--- config.mk ---
export PLATFORM = sky130hd
export DESIGN_NAME = mem_arbiter
export DESIGN_NICKNAME = d
export VERILOG_FILES = /design/src/rtl/mem_arb_pkg.sv /design/src/rtl/mem_arb_streak.sv /design/src/rtl/mem_arbiter.sv
export SDC_FILE = /design/constraint.sdc
export NUM_CORES = 1
export LEC_CHECK = 0
export CAP_MARGIN = 0
export CORE_AREA = 2 2 129 131
export CTS_CLUSTER_DIAMETER = 30
export DETAILED_ROUTE_END_ITERATION = 8
export DIE_AREA = 0 0 131 133
export HOLD_SLACK_MARGIN = 0.06
export PLACE_DENSITY_LB_ADDON = 0.1
export SYNTH_ARGS = -nofsm -noshare
export SYNTH_HDL_FRONTEND = slang
export SYNTH_SLANG_ARGS = --single-unit
export TNS_END_PERCENT = 5
--- constraint.sdc ---
create_clock -name clk -period 4.2 [get_ports clk]
set_clock_uncertainty 0.1 [all_clocks]
set_input_delay 0.84 -clock clk [delete_from_list [all_inputs] [get_ports clk]]
set_output_delay 0.84 -clock clk [all_outputs]
set_load 0.005 [all_outputs]
--- src/rtl/mem_arb_pkg.sv ---
// Shared definitions for the memory arbiter slice.
//   - state_t         : arbiter FSM state encoding (also exported for debug)
//   - DEF_AW / DEF_DW : default address / data widths
//   - DEF_MAX_DSTREAK : default limit on back-to-back data grants while fetch waits
//   - streak_w()      : width of a counter that holds 0..max_streak
package mem_arb_pkg;

    localparam int DEF_AW          = 32;
    localparam int DEF_DW          = 32;
    localparam int DEF_MAX_DSTREAK = 4;

    typedef enum logic [1:0] {
        IDLE    = 2'd0,
        IF_BUSY = 2'd1,
        D_BUSY  = 2'd2
    } state_t;

    function automatic int streak_w(input int max_streak);
        return (max_streak < 2) ? 1 : $clog2(max_streak + 1);
    endfunction

endpackage

--- src/rtl/mem_arb_streak.sv ---
// Saturating counter of consecutive data grants taken while a fetch waits.
// Ports:
//   clk, rst : clock, asynchronous active-high reset
//   inc      : count one more data grant (ignored once at_max)
//   clr      : return to zero (wins over inc)
//   at_max   : count has reached MAX; fetch must be served next
//   count    : current streak value
module mem_arb_streak
    import mem_arb_pkg::*;
#(
    parameter int MAX = DEF_MAX_DSTREAK,
    parameter int CW  = streak_w(MAX)
) (
    input  logic          clk,
    input  logic          rst,
    input  logic          inc,
    input  logic          clr,
    output logic          at_max,
    output logic [CW-1:0] count
);

    localparam logic [CW-1:0] MAXV = CW'(MAX);

    assign at_max = (count == MAXV);

    always_ff @(posedge clk or posedge rst) begin
        if (rst) begin
            count <= '0;
        end else if (clr) begin
            count <= '0;
        end else if (inc && !at_max) begin
            count <= count + 1'b1;
        end
    end

endmodule

--- src/rtl/mem_arbiter.sv ---
// Single-port memory arbiter between instruction fetch (if_*) and the MEM
// stage (d_*). Data normally wins, but after MAX_DSTREAK consecutive data
// grants taken while a fetch was waiting, the fetch is served next.
//
// Handshake: each requester raises *_req with its fields and holds them until
// the matching *_ack pulse (one cycle). The arbiter raises mem_req with
// latched mem_* fields and holds them until mem_ack; mem_ack may arrive in the
// very first mem_req cycle. mem_ack outside a transaction is ignored.
//
// Ports:
//   clk, rst                         : clock, asynchronous active-high reset
//   if_req/if_addr                   : fetch request
//   if_rdata/if_ack/if_stall         : fetch response and stall
//   d_req/d_we/d_addr/d_wdata        : data request (d_we=1 store)
//   d_rdata/d_ack/d_stall            : data response and stall
//   mem_req/mem_we/mem_addr/mem_wdata: request to memory
//   mem_rdata/mem_ack                : memory response
//   dbg_state/dbg_streak             : FSM state and starvation streak
module mem_arbiter
    import mem_arb_pkg::*;
#(
    parameter int AW          = DEF_AW,
    parameter int DW          = DEF_DW,
    parameter int MAX_DSTREAK = DEF_MAX_DSTREAK,
    parameter int SW          = streak_w(MAX_DSTREAK)
) (
    input  logic          clk,
    input  logic          rst,
    // fetch port
    input  logic          if_req,
    input  logic [AW-1:0] if_addr,
    output logic [DW-1:0] if_rdata,
    output logic          if_ack,
    output logic          if_stall,
    // data port
    input  logic          d_req,
    input  logic          d_we,
    input  logic [AW-1:0] d_addr,
    input  logic [DW-1:0] d_wdata,
    output logic [DW-1:0] d_rdata,
    output logic          d_ack,
    output logic          d_stall,
    // memory port
    output logic          mem_req,
    output logic          mem_we,
    output logic [AW-1:0] mem_addr,
    output logic [DW-1:0] mem_wdata,
    input  logic [DW-1:0] mem_rdata,
    input  logic          mem_ack,
    // debug
    output state_t        dbg_state,
    output logic [SW-1:0] dbg_streak
);

    state_t state, state_n;
    logic   grant_d, grant_if;
    logic   streak_inc, streak_clr, streak_max;

    // ---------------------------------------------------------------
    // FSM state register
    // ---------------------------------------------------------------
    always_ff @(posedge clk or posedge rst) begin
        if (rst) begin
            state <= IDLE;
        end else begin
            state <= state_n;
        end
    end

    // ---------------------------------------------------------------
    // Next state and grant decisions. Grants happen only from IDLE, so
    // request inputs seen while busy only matter for the stall outputs.
    // ---------------------------------------------------------------
    always_comb begin
        state_n  = state;
        grant_d  = 1'b0;
        grant_if = 1'b0;
        case (state)
            IDLE: begin
                // Data is preferred unless fetch has been passed over
                // MAX_DSTREAK times in a row.
                if (d_req && !(if_req && streak_max)) begin
                    grant_d = 1'b1;
                    state_n = D_BUSY;
                end else if (if_req) begin
                    grant_if = 1'b1;
                    state_n  = IF_BUSY;
                end
            end
            IF_BUSY, D_BUSY: begin
                if (mem_ack) begin
                    state_n = IDLE;
                end
            end
            default: state_n = IDLE;
        endcase
    end

    // ---------------------------------------------------------------
    // Request latch, completion pulses and read-data capture
    // ---------------------------------------------------------------
    always_ff @(posedge clk or posedge rst) begin
        if (rst) begin
            mem_we    <= 1'b0;
            mem_addr  <= '0;
            mem_wdata <= '0;
            if_ack    <= 1'b0;
            d_ack     <= 1'b0;
            if_rdata  <= '0;
            d_rdata   <= '0;
        end else begin
            if_ack <= 1'b0;
            d_ack  <= 1'b0;

            if (grant_d) begin
                mem_we    <= d_we;
                mem_addr  <= d_addr;
                mem_wdata <= d_wdata;
            end else if (grant_if) begin
                // mem_wdata is don't-care for a fetch; keep the old value.
                mem_we   <= 1'b0;
                mem_addr <= if_addr;
            end

            if (state == IF_BUSY && mem_ack) begin
                if_ack   <= 1'b1;
                if_rdata <= mem_rdata;
            end

            if (state == D_BUSY && mem_ack) begin
                d_ack <= 1'b1;
                // mem_we still holds the latched direction of this access.
                if (!mem_we) begin
                    d_rdata <= mem_rdata;
                end
            end
        end
    end

    // ---------------------------------------------------------------
    // Starvation streak: only data grants that actually made a fetch
    // wait extend the streak; anything else breaks it.
    // ---------------------------------------------------------------
    assign streak_inc = grant_d && if_req;
    assign streak_clr = grant_if || (grant_d && !if_req);

    mem_arb_streak #(
        .MAX (MAX_DSTREAK),
        .CW  (SW)
    ) u_streak (
        .clk    (clk),
        .rst    (rst),
        .inc    (streak_inc),
        .clr    (streak_clr),
        .at_max (streak_max),
        .count  (dbg_streak)
    );

    // ---------------------------------------------------------------
    // Outputs
    // ---------------------------------------------------------------
    assign mem_req   = (state != IDLE);
    assign if_stall  = if_req && !if_ack;
    assign d_stall   = d_req && !d_ack;
    assign dbg_state = state;

endmodule

==> reports/metrics.csv <==
metric,value,unit
status,finished clean,
powerDensity,765,nW/um^2
synth_seq_cells,136,
vias,4598,
top_layer,met4,
ir_drop,0.418,mV
io_buffers,272,
die_w,131,um
layout_setup_ws,1060,ps
reg2reg_depth,6,
ys_warn_count,0,
synthCells,437,
drv_slew,0,
crit_top_cell,clkdlybuf4s50_1,
crit_buf_inv,3,
cts-root-buf,clkbuf_16,
instances_no_fill,938,
dpl_cell_area,8700,sq um
cp.required,3260,ps
tightest_slew,860,ps
setup.worst_path.end,if_stall,
grt_usage,19.1,%
clk_pin_slew_worst_paths,60,ps
post_drt_via_cell_ratio,4.90,
areaGrowthSynthToFinish,60.3,%
cp_top_family,buffers and inverters,
critPathSlowestCell,clkdlybuf4s50_1,
pre_cts_ws,1050,ps
crit_path_start,if_req,
h-tree-depth,4,
antenna_left,0,
critical_path.max_stage_delay,610,ps
tns,0,ps
reg2reg_from,dbg_state[0]$_DFFE_PP0P_,
critPathArrivalTime,2200,ps
critPathKind,in -> out,
cts_tree,done,
syn_area,5840,sq um
grt_pass1_wl,25600,um
drcViolationCount,0,
multi_input_area,2160,sq um
crit_chain,"clkdlybuf4s50_1, inv_1, nor2_1, clkdlybuf4s50_1",
cts.path.max_buffers,2,
synth_seq_area_share,58.3,%
wl_per_cell,17.7,um
critPathMaxFanout,7,
grt_pass1_vias,4830,
fin_crit,3140,ps
start_util,36.1,%
cts_setup_buffers,0,
grt_max_degree,67,
clk_latency,410,ps
fmax,0.319,GHz
numCtsBuffers,17,
ys_types,31,
wl_met1,6570,um
hp-class,reg -> reg,
r2r_slack,1550,ps
post-route-period-util,74.7,%
fp-row-count,47,
syn_avg_cell_area,13.4,sq um
die_h,133,um
design_area,9360,sq um
fp.coreArea,16200,sq um
power_leakage,0.00387,uW
hold_start,d_rdata[25]$_DFFE_PP0P_,
fin_nets,843,
final_common_cell,clkdlybuf4s50_1,
grt-ovfl-total,0,
clock_sinks,136,
drtIter0Drc,218,
cts.hold.buffers_added,0,
crit_path_start_kind,input pin,
routed_wl,16600,um
met3RoutedLength,1890,um
syn_nets,576,
drt-pass1-iter-count,4,
cts_resized,0,
routed-wl-met2,7790,um
setup_viol,0,
hold_viol,0,
drive_gt1_share,19.1,%
fp.dieArea,17400,sq um
io_pins,273,
cp-end-kind,output port,
antenna_found_initial,1,
final_cell_mix,"272 x clkdlybuf4s50_1, 136 x dfrtp_1, 61 x mux2_2",
gp_congestion,0.786,
dp_hpwl,11700,um
regArea,3400,sq um
slew_headroom,42.5,%
path_depth,4,
placedCellCount,905,
final.fill_count,1347,
max_cap_violations,0,
r2r_end,mem_wdata[11]$_DFFE_PP0N_,
rsz0062_at_grt,false,
-- state kept, by name, indices dropped and copies added (netlist names) --
register	cells
if_ack	1
mem_wdata	32
if_rdata	32
dbg_state	2
d_rdata	32
u_streak.count	3
mem_we	1
d_ack	1
mem_addr	32
-- worst register-to-register path, stage by stage (launching register included) --
cell and delay, ps:
dfrtp_1 400, inv_1 130, ha_1 470, nand2_2 80, buf_4 250, nor2_8 670
mux2_2 440
-- final cells by class --
| class | count | area share (%) |
|---|---|---|
| antenna | 1 | 0.0267 |
| multi-input combinational | 257 | 23.1 |
| tap | 220 | 2.94 |
| clock buffer | 19 | 4.73 |
| timing repair buffer | 283 | 30.1 |
| sequential | 136 | 36.4 |
| inverter | 9 | 0.401 |
| clock inverter | 13 | 2.30 |
-- where the power goes --
part / internal (uW) / switching (uW)
registers: 1980 / 353
clock network: 1080 / 580
logic: 2020 / 1160
-- how the worst min path moves through the flow --
stage | end | slack [ps] | depth (start not counted)
after floorplan | d_rdata[1]$_DFFE_PP0P_ | 390 | 1
after global placement | d_rdata[1]$_DFFE_PP0P_ | 370 | 1
after detailed placement | d_rdata[28]$_DFFE_PP0P_ | 390 | 1
after CTS | d_rdata[25]$_DFFE_PP0P_ | 400 | 1
after global routing | mem_wdata[23]$_DFFE_PP0N_ | 420 | 1
final | d_rdata[25]$_DFFE_PP0P_ | 400 | 1
-- per-layer routing --
layer  GRT usage (%)  up-vias
li1                -     2113
met1            22.0     2239
met2            30.9      222
met3            8.82       24
met4            7.45        0
met5               0        -
-- synthesized netlist by cell type --
master | n | area [sq um]
dfrtp_1 | 136 | 3400
mux2_2 | 61 | 687
a21oi_1 | 34 | 170
o21ai_0 | 34 | 170
nor2_1 | 33 | 124
a41oi_1 | 32 | 280
mux2_4 | 29 | 435
buf_2 | 14 | 70.1
inv_1 | 9 | 33.8
clkbuf_1 | 8 | 30.0
mux2_1 | 6 | 67.6
buf_6 | 5 | 56.3
ha_1 | 5 | 62.6
buf_1 | 4 | 15.0
buf_12 | 3 | 60.1
nand2_1 | 3 | 11.3
nand2b_1 | 3 | 18.8
o22ai_1 | 3 | 18.8
nand3_1 | 2 | 10.0
nor2b_1 | 2 | 12.5
a21boi_0 | 1 | 7.51
a22o_1 | 1 | 8.76
a32o_1 | 1 | 10.0
and2_1 | 1 | 6.26
and3_4 | 1 | 11.3
clkbuf_2 | 1 | 5.00
nand2_2 | 1 | 6.26
nor2_8 | 1 | 20.0
o21a_1 | 1 | 7.51
o21ai_2 | 1 | 8.76
o32a_1 | 1 | 10.0
-- logic make-up after synthesis --
logic type | Yosys count | share of synthesized area (%)
and+or+nand+nor | 47 | 3.77
buffers and inverters | 44 | 4.63
muxes | 96 | 20.4
AOI/OAI and AO/OA | 109 | 11.9
adders and majority gates | 5 | 1.07
DFF | 136 | 58.3
-- stage by stage --
step                      hold WS, ps  total power, uW  utilization (%)
after floorplan                   389             3780                -
after global placement            374             5490             53.8
after detailed placement          386             5560             53.8
after CTS                         404             7270             57.9
after global routing              415             7620             57.9
final                             396             7160             57.9
(Power assumes the default switching activity.)
